<file path="config.mk">
export PLATFORM = sky130hd
export DESIGN_NAME = lse_simd_nch
export DESIGN_NICKNAME = d
export VERILOG_FILES = /design/src/rtl/lse_simd_pkg.sv /design/src/rtl/lse_lane_pipe.sv /design/src/rtl/lse_simd_nch.sv
export SDC_FILE = /design/constraint.sdc
export NUM_CORES = 1
export LEC_CHECK = 0
export BUFFER_PORTS_ARGS = -buffer_cell sky130_fd_sc_hd__buf_2
export CAP_MARGIN = 0
export CORE_MARGIN = 8
export CORE_UTILIZATION = 55
export CTS_BUF_LIST = sky130_fd_sc_hd__clkbuf_8
export DETAILED_ROUTE_END_ITERATION = 10
export PLACE_DENSITY = 0.78
export SLEW_MARGIN = 10
export SYNTH_ARGS = -nofsm -noshare
export SYNTH_HDL_FRONTEND = slang
export SYNTH_SLANG_ARGS = --single-unit
</file>
<file path="constraint.sdc">
create_clock -name clk -period 8.45 [get_ports clk]
set_input_delay 1.2675 -clock clk [delete_from_list [all_inputs] [get_ports clk]]
set_output_delay 1.2675 -clock clk [all_outputs]
set_load 0.05 [all_outputs]
</file>
<file path="src/rtl/lse_simd_pkg.sv">
// ============================================================================
// lse_simd_pkg : shared types and saturating-add helper for lse_simd_nch
// Revision     : 1.0
// ============================================================================
`default_nettype none

package lse_simd_pkg;

  localparam int MAX_CH = 8;

  typedef enum logic [1:0] {
    PE_LSE  = 2'b00,
    PE_MAX  = 2'b01,
    PE_ADD  = 2'b10,
    PE_PASS = 2'b11
  } pe_mode_e;

  typedef struct packed {
    logic              valid;
    pe_mode_e          mode;
    logic [MAX_CH-1:0] lane_en;
  } stage_t;

  // Width-generic saturating add: bit 32 is the saturation flag, the low w bits the clamped value.
  function automatic logic [32:0] sat_add(input logic [31:0] a, input logic [31:0] b,
                                          input int unsigned w);
    logic [32:0] sum;
    logic [32:0] lim;
    sum = {1'b0, a} + {1'b0, b};
    lim = (33'd1 << w) - 33'd1;
    if (sum > lim) return {1'b1, lim[31:0]};
    return {1'b0, sum[31:0]};
  endfunction

endpackage

`default_nettype wire

</file>
<file path="src/rtl/lse_lane_pipe.sv">
// ============================================================================
// lse_lane_pipe : single-lane 3-stage LSE/MAX/ADD/PASS datapath (no handshake)
// Revision      : 1.0
// ============================================================================
`default_nettype none

module lse_lane_pipe
  import lse_simd_pkg::*;
#(
  parameter int CH_WIDTH      = 12,
  parameter int LUT_SIZE      = 16,
  parameter int LUT_PRECISION = 10,
  parameter int LUT_SHIFT     = 2
) (
  input  logic                     clk,
  input  logic                     rst_n,
  input  logic                     ld1,
  input  logic                     ld2,
  input  logic                     ld3,
  input  logic [CH_WIDTH-1:0]      a_in,
  input  logic [CH_WIDTH-1:0]      b_in,
  input  pe_mode_e                 mode,
  input  logic                     lane_en,
  input  logic [LUT_PRECISION-1:0] lut_table [LUT_SIZE],
  output logic [CH_WIDTH-1:0]      result,
  output logic                     sat
);

  localparam int IDX_W = (LUT_SIZE > 1) ? $clog2(LUT_SIZE) : 1;

  logic [CH_WIDTH-1:0] a1, b1, m1, d1;
  logic [CH_WIDTH:0]   s1;
  logic [CH_WIDTH-1:0] a2, m2, d2;
  logic [CH_WIDTH:0]   s2;
  logic [CH_WIDTH-1:0] idx, corr;
  logic [32:0]         sum;
  logic                unused_sum_bits;

  always_ff @(posedge clk or negedge rst_n) begin
    if (!rst_n) begin
      a1 <= '0;
      b1 <= '0;
    end else if (ld1) begin
      a1 <= a_in;
      b1 <= b_in;
    end
  end

  always_comb begin
    m1 = a1;
    d1 = a1 - b1;
    if (b1 > a1) begin
      m1 = b1;
      d1 = b1 - a1;
    end
    s1 = {1'b0, a1} + {1'b0, b1};
  end

  always_ff @(posedge clk or negedge rst_n) begin
    if (!rst_n) begin
      a2 <= '0;
      m2 <= '0;
      d2 <= '0;
      s2 <= '0;
    end else if (ld2) begin
      a2 <= a1;
      m2 <= m1;
      d2 <= d1;
      s2 <= s1;
    end
  end

  // The table is read while the beat sits in S2, so a table update reaches the next beat to pass.
  always_comb begin
    idx  = d2 >> LUT_SHIFT;
    corr = '0;
    if (32'(idx) < LUT_SIZE) corr = CH_WIDTH'(lut_table[idx[IDX_W-1:0]]);
    sum = '0;
    case (mode)
      PE_LSE:  sum = sat_add(32'(m2), 32'(corr), CH_WIDTH);
      PE_MAX:  sum = sat_add(32'(m2), 32'd0, CH_WIDTH);
      PE_ADD:  sum = sat_add(32'(s2), 32'd0, CH_WIDTH);
      PE_PASS: sum = sat_add(32'(a2), 32'd0, CH_WIDTH);
      default: sum = '0;
    endcase
  end

  assign unused_sum_bits = ^sum[31:CH_WIDTH];

  always_ff @(posedge clk or negedge rst_n) begin
    if (!rst_n) begin
      result <= '0;
      sat    <= 1'b0;
    end else if (ld3) begin
      result <= lane_en ? sum[CH_WIDTH-1:0] : '0;
      sat    <= lane_en & sum[32];
    end
  end

endmodule

`default_nettype wire

</file>
<file path="src/rtl/lse_simd_nch.sv">
// ============================================================================
// lse_simd_nch : N-lane pipelined log-sum-exp engine with valid/ready flow
// Optional     : LSE_SIMD_SAT_CNT_EN adds sat_count / sat_clr
// Revision     : 1.0
// ============================================================================
`default_nettype none

module lse_simd_nch
  import lse_simd_pkg::*;
#(
  parameter  int NUM_CH        = 4,
  parameter  int CH_WIDTH      = 12,
  parameter  int LUT_SIZE      = 16,
  parameter  int LUT_PRECISION = 10,
  parameter  int LUT_SHIFT     = 2,
  localparam int DATA_WIDTH    = NUM_CH * CH_WIDTH
) (
  input  logic                     clk,
  input  logic                     rst_n,
  input  logic                     in_valid,
  output logic                     in_ready,
  input  logic [DATA_WIDTH-1:0]    x_in,
  input  logic [DATA_WIDTH-1:0]    y_in,
  input  logic [NUM_CH-1:0]        lane_en,
  input  logic [1:0]               pe_mode,
  input  logic [LUT_PRECISION-1:0] lut_table [LUT_SIZE],
`ifdef LSE_SIMD_SAT_CNT_EN
  input  logic                     sat_clr,
  output logic [15:0]              sat_count,
`endif
  output logic                     out_valid,
  input  logic                     out_ready,
  output logic [DATA_WIDTH-1:0]    result,
  output logic [NUM_CH-1:0]        sat
);

  stage_t st1, st2;
  logic   v3, init_done;
  logic   adv1, adv2, adv3, in_fire;

  assign out_valid = v3;
  assign adv3      = v3 && out_ready;
  assign adv2      = st2.valid && (!v3 || adv3);
  assign adv1      = st1.valid && (!st2.valid || adv2);
  assign in_ready  = init_done && (!st1.valid || adv1);
  assign in_fire   = in_valid && in_ready;

  always_ff @(posedge clk or negedge rst_n) begin
    if (!rst_n) begin
      init_done <= 1'b0;
      st1       <= '0;
      st2       <= '0;
      v3        <= 1'b0;
    end else begin
      init_done <= 1'b1;
      if (in_ready) st1.valid <= in_valid;
      if (in_fire) begin
        st1.mode    <= pe_mode_e'(pe_mode);
        st1.lane_en <= MAX_CH'(lane_en);
      end
      if (!st2.valid || adv2) st2.valid <= st1.valid;
      if (adv1) begin
        st2.mode    <= st1.mode;
        st2.lane_en <= st1.lane_en;
      end
      if (!v3 || out_ready) v3 <= st2.valid;
    end
  end

  for (genvar k = 0; k < NUM_CH; k++) begin : g_lane
    lse_lane_pipe #(
      .CH_WIDTH      (CH_WIDTH),
      .LUT_SIZE      (LUT_SIZE),
      .LUT_PRECISION (LUT_PRECISION),
      .LUT_SHIFT     (LUT_SHIFT)
    ) u_lane (
      .clk       (clk),
      .rst_n     (rst_n),
      .ld1       (in_fire),
      .ld2       (adv1),
      .ld3       (adv2),
      .a_in      (x_in[k*CH_WIDTH +: CH_WIDTH]),
      .b_in      (y_in[k*CH_WIDTH +: CH_WIDTH]),
      .mode      (st2.mode),
      .lane_en   (st2.lane_en[k]),
      .lut_table (lut_table),
      .result    (result[k*CH_WIDTH +: CH_WIDTH]),
      .sat       (sat[k])
    );
  end

  if (NUM_CH < MAX_CH) begin : g_unused_en
    logic unused_en_bits;
    assign unused_en_bits = ^st2.lane_en[MAX_CH-1:NUM_CH];
  end

`ifdef LSE_SIMD_SAT_CNT_EN
  logic [3:0]  sat_pop;
  logic [16:0] cnt_sum;

  always_comb begin
    sat_pop = '0;
    for (int k = 0; k < NUM_CH; k++) sat_pop = sat_pop + 4'(sat[k]);
  end

  assign cnt_sum = {1'b0, sat_count} + 17'(sat_pop);

  always_ff @(posedge clk or negedge rst_n) begin
    if (!rst_n)      sat_count <= '0;
    else if (sat_clr) sat_count <= '0;
    else if (adv3)    sat_count <= cnt_sum[16] ? 16'hFFFF : cnt_sum[15:0];
  end
`endif

endmodule

`default_nettype wire

</file>
* Word level (Yosys, flattened, before mapping)
Index checks and enable logic that the tools add are counted.
** Storage, ports and cells
- Register bits :: 360
- Bits of input ports :: 266
- Output and inout port bits :: 54
- Word-level logic and storage cells :: 204
** Cells by class
- Add/subtract/negate cells :: 16
- Order comparisons :: 28
- Equality and inequality tests :: 3
- Multiplexer cells :: 96
- Bitwise operators :: 8
- Reductions and logical operators :: 13
** Operators by type and width (count)
- $mux 33 :: 32
- $pmux 33 s4 :: 4
- $bmux 10 s4 :: 4
- $mux 12 :: 12
- $gt 33x12->1 const B :: 4
- $mux 10 :: 12
- $gt 12x12->1 const B :: 8
- $sub 12x12->12 :: 8
- $add 12x10->13 :: 4
- $add 12x12->13 :: 4
- $gt 13x12->1 const B :: 4
- $gt 12x12->1 :: 4
- $lt 10x5->1 const B :: 4
- $mux 1 :: 32
- $ge 5x5->1 const B :: 4
- $not 4->5 :: 4
- $logic_and 1x1->1 :: 5
- $and 1x1->1 :: 4
- $eq 2x2->1 const B :: 2
- $logic_or 1x1->1 :: 4
- $logic_not 1->1 :: 3
- $eq 2x1->1 const B :: 1
- $logic_not 2->1 :: 1

* Depth between registers and ports, before layout
Gate-level depths: netlist of the first run.
- Depth in word-level cells :: 12
- Mapped depth :: 18
- Gate-level depth less buffers :: 15

* Cells and area by module
A second synthesis of the first run with hierarchy kept.
** Second synthesis, totals
- Cells, all modules :: 2802
- Area total of the unflattened synthesis :: 27636.5 um^2
** Modules (own cells, without submodules)
- lse_lane_pipe (g_lane[1].u_lane ...) :: times used 2, cells each 700, area an instance 6805.3 um^2
- lse_lane_pipe (g_lane[3].u_lane) :: times used 1, cells each 702, area an instance 6754.0 um^2
- lse_lane_pipe (g_lane[0].u_lane) :: times used 1, cells each 657, area an instance 6646.4 um^2
- lse_simd_nch :: times used 1, cells each 43, area an instance 625.6 um^2

* Worst setup path before layout of the first run
OpenSTA, ideal clock, no wires.
- Kind :: input to register
- Start point :: input lut_table[0] in the netlist's numbering
- End point :: register g_lane[2].u_lane.result[2]
- Data arrival time :: 4231 ps
- Data required time :: 8329 ps
- Slack :: 4099 ps
- Cell stages on the path :: 15
- Path through :: mux4_2 > mux4_2 > nor2b_1 > ha_1 > inv_1 > fa_1 > nor2b_1 > o21a_1 > o21ai_1 > a2111oi_0 > o21ai_0 > nand2b_1 > a311o_1 > o21ai_0 > nand2_1
** On the way
- Cells in the longest elaborated chain, start to end :: 11
** RTL lines
- start, declared :: RTL line lse_simd_nch.sv:26 : input logic [LUT_PRECISION-1:0] lut_table [LUT_SIZE],
- $bmux 10 s4 * :: RTL line lse_lane_pipe.sv:77 : if (32'(idx) < LUT_SIZE) corr = CH_WIDTH'(lut_table[idx[IDX_W-1:0]]);
- $mux 10 (implied by the code) * (2 in a row) :: RTL line lse_lane_pipe.sv:77
- $mux 10 * :: RTL line lse_lane_pipe.sv:77
- $add 12x10->13 * :: RTL line lse_simd_pkg.sv:29 : sum = {1'b0, a} + {1'b0, b};
- $gt 33x12->1 :: RTL line lse_simd_pkg.sv:31 : if (sum > lim) return {1'b1, lim[31:0]};
- $mux 1 :: RTL line lse_simd_pkg.sv:31
- $mux 1 :: RTL line lse_lane_pipe.sv:79 : case (mode)
- $mux 33 * :: RTL line lse_simd_pkg.sv:32 : return {1'b0, sum[31:0]};
- $pmux 33 s4 * :: RTL line lse_lane_pipe.sv:79
- $mux 12 * :: RTL line lse_lane_pipe.sv:95 : result <= lane_en ? sum[CH_WIDTH-1:0] : '0;
- end signal, assigned :: RTL line lse_lane_pipe.sv:95
- end, declared :: RTL line lse_lane_pipe.sv:25 : output logic [CH_WIDTH-1:0] result,
Every way passes the cells marked *; elsewhere a longest branch is shown, timed or not. The select of a mux whose other input is x is not followed.
A chain may end at the register's enable or synchronous reset.

* Final worst setup path of the first run
- Start point :: register g_lane[3].u_lane.d2[2]
- End point :: register g_lane[3].u_lane.result[1]
** On the way
- Cells in the longest elaborated chain, start to end :: 12
- Elaborated cells between the ends (all ways) :: 13
- Classes of those cells :: add/sub (1); order compare (2); mux (9); bitwise (1)
** RTL lines
- start, declared :: RTL line lse_lane_pipe.sv:33 : logic [CH_WIDTH-1:0] a2, m2, d2;
- start signal, assigned :: RTL line lse_lane_pipe.sv:63 : d2 <= '0;
- start signal, assigned :: RTL line lse_lane_pipe.sv:68 : d2 <= d1;
- $not 4->5 (implied by the code) :: RTL line lse_lane_pipe.sv:77
- $bmux 10 s4 :: RTL line lse_lane_pipe.sv:77
- $mux 10 (implied by the code) (2 in a row) :: RTL line lse_lane_pipe.sv:77
- $mux 10 * :: RTL line lse_lane_pipe.sv:77
- $add 12x10->13 * :: RTL line lse_simd_pkg.sv:29
- $gt 33x12->1 :: RTL line lse_simd_pkg.sv:31
- $mux 1 :: RTL line lse_simd_pkg.sv:31
- $mux 1 :: RTL line lse_lane_pipe.sv:79
- $mux 33 * :: RTL line lse_simd_pkg.sv:32
- $pmux 33 s4 * :: RTL line lse_lane_pipe.sv:79
- $mux 12 * :: RTL line lse_lane_pipe.sv:95
- end signal, assigned :: RTL line lse_lane_pipe.sv:95
- end, declared :: RTL line lse_lane_pipe.sv:25
Marked as above.

==> results.json, run 1 <==
{
  "setup_ws_ns": 3.26,
  "postSynthAreaPerCell_um2": 9.82,
  "clk_pin_slew_ns": 0.07,
  "cts_setup_buffers": 0,
  "postCtsHoldBufs": 0,
  "dp_hpwl_mm": 66.1,
  "core_area_um2": 48400,
  "async_flop_share_pct": 100,
  "grt_max_degree": 176,
  "clockBufferDepth": 3,
  "port_buffers": 319,
  "synth-simple-area-share_pct": 11.6,
  "fin_nets": 3404,
  "timing.rr.start": "g_lane[3].u_lane.d2[2]$_DFFE_PN0P_",
  "syn_area_um2": 26800,
  "multi_input_area_um2": 16600,
  "nFillCells": 4052,
  "post-route-min-period_ns": 5.19,
  "regArea_um2": 8820,
  "dr_total_vias": 22970,
  "ioPinCount": 320,
  "syn_nets": 3180,
  "ys_types": 83,
  "worstPathRequired_ns": 8.99,
  "synth_top_family_by_area": "multiplexers",
  "rows": 81,
  "syn_inst": 2726,
  "fmax_mhz": 193,
  "netSwitchingFraction_pct": 46.4,
  "clock_sinks": 352,
  "first_iter_violations": 2177,
  "min-delay-path-class": "flip-flop to flip-flop",
  "ys_seq_elements": 352,
  "hold_viol": 0,
  "r2r_setup_slack_ns": 3.26,
  "synth_xor_area_share_pct": 3.34,
  "cts_buffers": 60,
  "wl_per_cell_um": 24.0,
  "drcViolationCount": 0,
  "antenna_left": 0,
  "yosys_warnings": 0,
  "grt_pass1_wl_mm": 134,
  "critPathLaunch": "g_lane[3].u_lane.d2[2]$_DFFE_PN0P_",
  "status": "finished, final reports clean",
  "p_clk_share_pct": 15.9,
  "dp_slack_ns": 3.31,
  "power_density_nw_per_um2": 360,
  "setup_tns_ns": 0,
  "yosys-top-cells-area": "dfrtp_1 (33%), mux4_2 (16%), ha_1 (8.4%), nand2_1 (4.8%), mux2_2 (4.5%)",
  "viasPerCell": 6.32,
  "rsz0062_at_grt": "no",
  "combPwrFrac_pct": 55.6,
  "leakagePower_nw": 13.6,
  "drv_slew": 0,
  "worstSetupEndpointType": "flip-flop",
  "cts_root_buf": "clkbuf_8",
  "whs_ns": 0.478,
  "cts_tree": "built",
  "muxShareOfSynthArea_pct": 22.0,
  "dpl_cell_area_um2": 28600,
  "critPathKind": "flip-flop to flip-flop",
  "ys_seq_area_share_pct": 32.9,
  "drv_cap": 0,
  "synth_top_cell_by_area": "dfrtp_1",
  "utilization_pct": 62.0,
  "die-height_um": 237,
  "cp_max_fo": 33,
  "p_int_w": 0.00580,
  "yosys.area_share.adder_pct": 9.01,
  "synthFlopType": "dfrtp_1",
  "yosysMostFrequentCell": "dfrtp_1",
  "grt_usage_pct": 30.4,
  "cp-start-kind": "flip-flop",
  "seq_power_share_pct": 28.4,
  "min_period_over_period_pct": 61.4,
  "die_x_um": 237,
  "initial_core_util_pct": 55.3,
  "antenna_found_initial": 29,
  "switchingPower_w": 0.00501,
  "drive_above_1_share_pct": 25.9,
  "vdd_drop_max_uv": 185,
  "fin_skew_ns": 0.0334,
  "ctsResizeCount": 0,
  "synth_edf_count": 0,
  "wl_mm": 87.1,
  "htreeDepth": 2,
  "grt_pass1_vias": 22745,
  "setup_violations": 0,
  "arrival_ns": 5.73,
  "gp_congestion": 0.952,
  "min_from": "g_lane[2].u_lane.s2[1]$_DFFE_PN0P_",
  "grt-ovfl-total": 0,
  "clk_latency_ns": 0.68,
  "dieArea_um2": 56000,
  "synth_top_area_share_pct": 32.9,
  "tightest_slew_ns": 1.18,
  "dr.pass1.iters": 5,
  "design_area_um2": 30000,
  "synth_compound_area_share_pct": 16.0,
  "synth_commonest_cells": "dfrtp_1 (352), nand2_1 (340), o21ai_0 (237), mux4_2 (196), ha_1 (180)",
  "area_growth_pct": 12.1,
  "slew_headroom_pct": 20.9
}
-- power by group through the flow --
stage,combinational (W),sequential (W),clock (W)
floorplan,0.00413,0.00304,0
global placement,0.00580,0.00306,0
detailed placement,0.00591,0.00309,0
CTS,0.00595,0.00306,0.00175
global route,0.00646,0.00315,0.00183
finish,0.00602,0.00307,0.00172
-- layout make-up --
class,count,area share (%)
multi-input combinational,2024,55.3
sequential,352,29.4
timing repair buffer,345,6.04
clock buffer,73,3.35
tap,622,2.59
inverter,167,2.09
clock inverter,35,1.10
antenna,16,0.133
-- flip-flops by register name (all words and copies together), names as in the netlist --
name	flops
init_done	1
g_lane.u_lane.b1	48
g_lane.u_lane.result	48
g_lane.u_lane.d2	40
g_lane.u_lane.s2	52
g_lane.u_lane.a2	48
st1	7
st2	7
g_lane.u_lane.sat	4
out_valid	1
g_lane.u_lane.a1	48
g_lane.u_lane.m2	48
-- routing by layer --
layer / global-route usage, % / share of wire, % / vias up
met2: 48.8 / 46 / 1168
met4: 12.8 / 4.5 / 20
met3: 9.08 / 10 / 247
met5: 0 / 0.16 / -
met1: 38.2 / 38 / 11203
li1: - / - / 10332
-- worst max-delay path, stage by stage (launching register included) --
cell and delay (ns):
dfrtp_2 0.54, buf_4 0.61, mux4_2 0.62, mux4_2 0.57, nor2b_1 0.18, ha_1 0.22, inv_1 0.07, fa_1 0.20
nor2b_1 0.05, o21ai_0 0.21, a21boi_1 0.12, o21ai_0 0.25, a21oi_1 0.17, a31oi_1 0.37, o21ai_0 0.45, o21ai_0 0.31
nand2_1 0.07
-- kinds of logic (layout without fill, tap and decap cells) --
logic type,after synthesis,after routing
DFF,352,352
and+or+nand+nor,696,696
adders and majority gates,188,188
muxes,330,330
buffers and inverters,350,620
other,1,17
xor gates and xnor gates,102,102
AOI/OAI and AO/OA,707,707
-- final timing paths --
path	endpoint	depth (start not counted)
hold reg to reg	g_lane[2].u_lane.s2[1]$_DFFE_PN0P_	2
setup reg to reg	g_lane[3].u_lane.result[1]$_DFFE_PN0P_	16
setup / recovery	g_lane[3].u_lane.result[1]$_DFFE_PN0P_	16
max in group asynchronous	g_lane[1].u_lane.d2[4]$_DFFE_PN0P_	2
hold / removal	g_lane[2].u_lane.s2[1]$_DFFE_PN0P_	2
min in group asynchronous	g_lane[2].u_lane.a1[9]$_DFFE_PN0P_	1
-- placed cells by master (no fill, tap or decap), types with 16 or more instances in the layout --
cell	count
mux4_2	196
mux2_2	107
o21bai_1	26
nor2b_1	56
diode_2	16
a21oi_1	170
o21ai_1	39
a211oi_1	48
nand2_1	337
nor3_1	24
o31ai_1	22
nand2b_1	21
clkbuf_8	73
nor2_1	160
nor4_1	17
mux2i_1	24
ha_1	180
and3_1	16
o21ai_0	237
inv_1	184
buf_4	25
buf_2	318
xnor2_1	94
o22ai_1	50
dfrtp_1	343
-- through the flow --
step / total power [W] / instances
CTS: 0.0108 / 3618
detailed placement: 0.00899 / 3510
global route: 0.0114 / 3629
finish: 0.0108 / 3634
global placement: 0.00886 / 3510
floorplan: 0.00717 / 2726
No activity file was read; power rests on OpenSTA's default activity.
==> run 2: changes to the inputs <==
==> constraint.sdc (replaced) <==
create_clock -name clk -period 4.9 [get_ports clk]
set_input_delay 0.735 -clock clk [delete_from_list [all_inputs] [get_ports clk]]
set_output_delay 0.735 -clock clk [all_outputs]
set_load 0.05 [all_outputs]
==> run 2 against run 1 <==
- worst hold slack lost 0.32 ns
- highest routed layer unchanged
- largest power group unchanged
- register-to-register slack lost 2.9 ns
- power grew 73%
- wire length grew 2.4%
- clock skew grew 0.0084 ns
- first-iteration DRC count grew 16%
- cell count grew 1.0%
- sequential share of layout area shrank 0.25 points
- critical path type unchanged
- setup slack lost 2.9 ns
- combinational power grew 76%
==> results.json, run 2 (synthesized netlist as in run 1, its figures left out) <==
{
  "status": "finished, final reports clean",
  "cp_max_fo": 15,
  "setup_violations": 0,
  "drv_slew": 0,
  "vdd_drop_max_uv": 366,
  "port_buffers": 319,
  "leakagePower_nw": 13.8,
  "die-height_um": 237,
  "min-delay-path-class": "primary input to asynchronous set/reset pin",
  "drv_cap": 0,
  "clk_pin_slew_ns": 0.07,
  "viasPerCell": 6.31,
  "grt_pass1_wl_mm": 137,
  "rsz0062_at_grt": "no",
  "cts_tree": "built",
  "grt_pass1_vias": 23070,
  "power_density_nw_per_um2": 619,
  "arrival_ns": 5.11,
  "drive_above_1_share_pct": 26.6,
  "first_iter_violations": 2529,
  "critPathKind": "flip-flop to flip-flop",
  "gp_congestion": 0.959,
  "top_register": "g_lane.u_lane.s2",
  "die_x_um": 237,
  "dieArea_um2": 56000,
  "wl_per_cell_um": 24.3,
  "dr.pass1.iters": 6,
  "cts_setup_buffers": 0,
  "ioPinCount": 320,
  "htreeDepth": 2,
  "area_growth_pct": 13.1,
  "cp_cell_sequence": "buf_4 > mux4_2 > nor2b_1 > a211oi_1 > a211o_1 > fa_1 > nor2b_1 > o21a_1 > o21ai_1 > a2111oi_0 > o21ai_0 > nand2b_1 > a311o_1 > o21ai_0 > nand2_1",
  "final_common_cell": "dfrtp_1",
  "drcViolationCount": 0,
  "clk_latency_ns": 0.70,
  "dr_total_vias": 23179,
  "tightest_slew_ns": 0.911,
  "dp_hpwl_mm": 69.1,
  "largest_reg_flops": 52,
  "rows": 81,
  "worstPathRequired_ns": 5.47,
  "hold_viol": 0,
  "cpPeakStageDelay_ns": 0.61,
  "worstSetupEndpointType": "flip-flop",
  "cp-start-kind": "flip-flop",
  "r2r_setup_slack_ns": 0.37,
  "whs_ns": 0.157,
  "clockBufferDepth": 3,
  "cp_num_buf_inv": 1,
  "cts_root_buf": "clkbuf_8",
  "setup_tns_ns": 0,
  "antenna_found_initial": 33,
  "fin_nets": 3436,
  "layout_common_cells": "dfrtp_1 (343), nand2_1 (337), buf_2 (318)",
  "antenna_left": 0,
  "clock_sinks": 352,
  "wl_mm": 89.1,
  "cpMaxStageDelayCell": "dfrtp_4",
  "timing.rr.start": "g_lane[2].u_lane.d2[2]$_DFFE_PN0P_",
  "min_period_over_period_pct": 92.5,
  "fin_skew_ns": 0.0418,
  "fmax_mhz": 221,
  "r2r-end": "g_lane[2].u_lane.result[8]$_DFFE_PN0P_",
  "initial_core_util_pct": 55.3,
  "cts_buffers": 60,
  "path_delay_family": "compound AO/OA/AOI/OAI gates",
  "core_area_um2": 48400,
  "grt_usage_pct": 31.3,
  "reg2reg_depth": 15,
  "grt_max_degree": 110,
  "post-route-min-period_ns": 4.53,
  "grt-ovfl-total": 0,
  "slew_headroom_pct": 39.3
}
## run 2: changes by cell type in the layout (fill, tap and decap cells not counted), sizes merged
cell	previous run	this run
inv	188	194
clkbuf	73	75
buf	345	377
diode	16	17
clkinvlp	1	2
bufinv	7	3
## run 2: layout make-up
type                            count  area [um^2]
Fill cell                        4076        18200
Multi-Input combinational cell   2024        16600
Sequential cell                   352         8820
Timing Repair Buffer              377         2130
Clock buffer                       75         1030
Tap cell                          622          778
Inverter                          167          627
Clock inverter                     38          248
Antenna cell                       17         42.5
## run 2: worst reg2reg max path, delay by kind of cell, from the launching register on
kind	cells	cell delay [ns]
buf+inv	1	0.32
flops	1	0.61
simple gates	4	0.44
compound gates	8	2.27
mux	1	0.57
fa+ha+maj	1	0.22
## run 2: per-stage QoR
step | utilization [%] | setup WS [ns] | instance area [um^2] | instances | power (W)
5_1_grt | 62.5 | 0.0369 | 30300 | 3665 | 0.0198
3_5_place_dp | 59.8 | 0.317 | 29000 | 3542 | 0.0157
2_1_floorplan | - | 0.666 | 26800 | 2726 | 0.0124
6_report | 62.5 | 0.365 | 30300 | 3672 | 0.0187
3_3_place_gp | 59.8 | 0.382 | 29000 | 3542 | 0.0155
4_1_cts | 62.4 | 0.287 | 30200 | 3655 | 0.0186
## run 2: where the power goes
part	switching (W)	internal, W	total, W	leakage [nW]
registers	0.00139	0.00397	0.00537	4.33
clock network	0.00128	0.00154	0.00282	0.751
logic	0.00609	0.00447	0.0106	8.72
## run 2: how the worst max path moves through the flow
stage	from	to	slack (ns)	cells after the start
6_report	g_lane[2].u_lane.d2[2]$_DFFE_PN0P_	g_lane[2].u_lane.result[8]$_DFFE_PN0P_	0.37	15
3_3_place_gp	lut_table[100]	g_lane[1].u_lane.result[6]$_DFFE_PN0P_	0.38	16
3_5_place_dp	g_lane[2].u_lane.d2[2]$_DFFE_PN0P_	g_lane[2].u_lane.result[11]$_DFFE_PN0P_	0.32	13
2_1_floorplan	g_lane[2].u_lane.d2[2]$_DFFE_PN0P_	g_lane[2].u_lane.result[2]$_DFFE_PN0P_	0.67	17
5_1_grt	g_lane[1].u_lane.d2[2]$_DFFE_PN0P_	g_lane[1].u_lane.result[4]$_DFFE_PN0P_	0.04	13
4_1_cts	g_lane[2].u_lane.d2[2]$_DFFE_PN0P_	g_lane[2].u_lane.result[11]$_DFFE_PN0P_	0.29	13
## run 2: routing by layer
layer / vias to the layer above / GRT usage [%] / routed length (um) / share of wire [%]
li1: 10395 / - / - / -
met4: 16 / 12.6 / 3830 / 4.3
met1: 11273 / 39.5 / 34300 / 39
met3: 247 / 9.07 / 9420 / 11
met5: - / 0 / 105 / 0.12
met2: 1248 / 50.3 / 41400 / 47
## run 2: what timing repair did
action	in CTS	in global routing
setup endpoints to repair	0	12
hold buffers	0	0
gates resized for setup	0	3
==> run 3: changes to the inputs <==
--- a/config.mk
+++ b/config.mk
@@ -8,10 +8,10 @@
 export BUFFER_PORTS_ARGS = -buffer_cell sky130_fd_sc_hd__buf_2
 export CAP_MARGIN = 0
 export CORE_MARGIN = 8
-export CORE_UTILIZATION = 55
+export CORE_UTILIZATION = 58
 export CTS_BUF_LIST = sky130_fd_sc_hd__clkbuf_8
 export DETAILED_ROUTE_END_ITERATION = 10
-export PLACE_DENSITY = 0.78
+export PLACE_DENSITY = 0.81
 export SLEW_MARGIN = 10
 export SYNTH_ARGS = -nofsm -noshare
 export SYNTH_HDL_FRONTEND = slang
==> run 3 against run 2 <==
- setup slack got worse by 0.079 ns
- clock skew decreased by 0.010 ns
- register-to-register slack got worse by 0.08 ns
- critical endpoint is now g_lane[0].u_lane.result[10]$_DFFE_PN0P_
- first-iteration DRC count rose by 6.5%
- sequential power about the same
- critical path type unchanged
- sequential cell count stayed put
- sequential share of layout area decreased by 0.11 points
- critical path depth down 2
- power rose by 1.4%
- count of clock-buffer cells in the layout up 4
- global-route usage rose by 1.5 points
==> results.json, run 3 (synthesized netlist as in run 1, its figures left out) <==
{
  "cp-start-kind": "flip-flop",
  "cpMaxStageDelayCell": "dfrtp_2",
  "layout_common_cells": "dfrtp_1 (343), nand2_1 (337), buf_2 (318)",
  "power_density_nw_per_um2": 624,
  "fin_nets": 3446,
  "post-route-min-period_ns": 4.61,
  "vdd_drop_max_uv": 369,
  "dr_total_vias": 23755,
  "cp_cell_sequence": "buf_4 > mux4_2 > mux4_2 > nor2b_1 > ha_1 > o21a_1 > o21ai_1 > a2111oi_0 > o21ai_0 > nand2b_1 > a21oi_1 > a311oi_1 > a31o_2",
  "grt-ovfl-total": 0,
  "arrival_ns": 5.20,
  "rows": 78,
  "gp_congestion": 1.02,
  "worstSetupEndpointType": "flip-flop",
  "wl_per_cell_um": 24.3,
  "initial_core_util_pct": 58.9,
  "fin_skew_ns": 0.0313,
  "timing.critical_path.mode_cell": "mux4_2",
  "ioPinCount": 320,
  "largest_reg_flops": 52,
  "drv_slew": 0,
  "antenna_left": 0,
  "tightest_slew_ns": 1.19,
  "critPathKind": "flip-flop to flip-flop",
  "clockBufferDepth": 3,
  "slew_headroom_pct": 20.4,
  "min-delay-path-class": "primary input to asynchronous set/reset pin",
  "grt_usage_pct": 32.7,
  "cpPeakStageDelay_ns": 0.67,
  "die-height_um": 231,
  "dr.pass1.iters": 8,
  "port_buffers": 319,
  "grt_max_degree": 102,
  "final_common_cell": "dfrtp_1",
  "die_x_um": 231,
  "design_area_um2": 30400,
  "viasPerCell": 6.50,
  "first_iter_violations": 2694,
  "setup_violations": 0,
  "critPathLaunch": "g_lane[0].u_lane.d2[2]$_DFFE_PN0P_",
  "area_growth_pct": 13.6,
  "htreeDepth": 3,
  "clock_sinks": 352,
  "core_area_um2": 45500,
  "rsz0062_at_grt": "no",
  "min_period_over_period_pct": 94.2,
  "cts_root_buf": "clkbuf_8",
  "setup_tns_ns": 0,
  "postCtsHoldBufs": 0,
  "dpl_cell_area_um2": 28900,
  "drv_cap": 0,
  "top_register": "g_lane.u_lane.s2",
  "dieArea_um2": 53300,
  "drcViolationCount": 0,
  "leakagePower_nw": 13.9,
  "grt_pass1_wl_mm": 137,
  "worstPathRequired_ns": 5.49,
  "cts_buffers": 66,
  "clk_pin_slew_ns": 0.06,
  "fmax_mhz": 217,
  "antenna_found_initial": 24,
  "drive_above_1_share_pct": 27.0,
  "cp_max_fo": 14,
  "status": "finished, final reports clean",
  "dp_hpwl_mm": 68.6,
  "timing.rr.start": "g_lane[0].u_lane.d2[2]$_DFFE_PN0P_",
  "wl_mm": 89.0,
  "grt_pass1_vias": 23503,
  "clk_latency_ns": 0.65,
  "hold_viol": 0,
  "cts_tree": "built"
}
## run 3: cell types whose count changed in the layout (fill, tap and decap cells not counted), moves of 3 or more
cell and delta:
buf_4 +4, bufinv_16 +3, inv_1 -5, diode_2 -3, clkbuf_8 +4
## run 3: area by class of cell
| class | instances | area (um^2) |
|---|---|---|
| Clock inverter | 38 | 332 |
| Timing Repair Buffer | 381 | 2150 |
| Antenna cell | 14 | 35.0 |
| Clock buffer | 79 | 1090 |
| Inverter | 167 | 627 |
| Multi-Input combinational cell | 2024 | 16600 |
| Fill cell | 3660 | 15100 |
| Tap cell | 600 | 751 |
| Sequential cell | 352 | 8820 |
## run 3: stage by stage
step / setup WS, ns / util [%] / std cells / hold WS (ns) / power [W]
after floorplan: 0.666 / - / 2726 / 0.433 / 0.0124
after global placement: 0.334 / 63.6 / 3524 / 0.449 / 0.0154
after detailed placement: 0.186 / 63.6 / 3524 / 0.456 / 0.0156
after CTS: 0.247 / 66.8 / 3641 / 0.116 / 0.0188
after global routing: 0.00253 / 66.8 / 3648 / 0.174 / 0.0201
final: 0.286 / 66.9 / 3655 / 0.126 / 0.0190
## run 3: timing repair
item,4_1_cts,5_1_grt
setup endpoints to repair,0,17
resized for setup,0,4
setup buffers,0,0
## run 3: routing by layer
metal / routed length, um / global-route usage, % / vias to the layer above
met5: 120 / 0 / -
met2: 40300 / 50.6 / 1450
met4: 4140 / 15.1 / 20
met3: 11100 / 11.4 / 314
li1: - / - / 10417
met1: 33400 / 41.0 / 11554
## run 3: report_power, final
group / total (W) / switching (W) / internal, W
clock: 0.00310 / 0.00132 / 0.00178
combinational: 0.0105 / 0.00602 / 0.00448
sequential: 0.00538 / 0.00141 / 0.00398
## run 3: final timing paths
kind / to / slack (ns) / cells past startpoint
max: g_lane[0].u_lane.result[10]$_DFFE_PN0P_ / 0.29 / 13
min: g_lane[2].u_lane.b1[7]$_DFFE_PN0P_ / 0.13 / 1
max reg2reg: g_lane[0].u_lane.result[10]$_DFFE_PN0P_ / 0.29 / 13
min reg2reg: g_lane[2].u_lane.result[9]$_DFFE_PN0P_ / 0.47 / 2
max in group asynchronous: g_lane[1].u_lane.a2[11]$_DFFE_PN0P_ / 3.61 / 2
min in group clk: g_lane[1].u_lane.b1[7]$_DFFE_PN0P_ / 0.31 / 2
## run 3: worst max-delay path, delay by kind of cell, from the launching register on
family / cells / cell delay, ns
flops: 1 / 0.67
simple gates: 2 / 0.35
buf+inv: 1 / 0.29
compound gates: 7 / 1.87
fa+ha+maj: 1 / 0.35
mux: 2 / 1.03
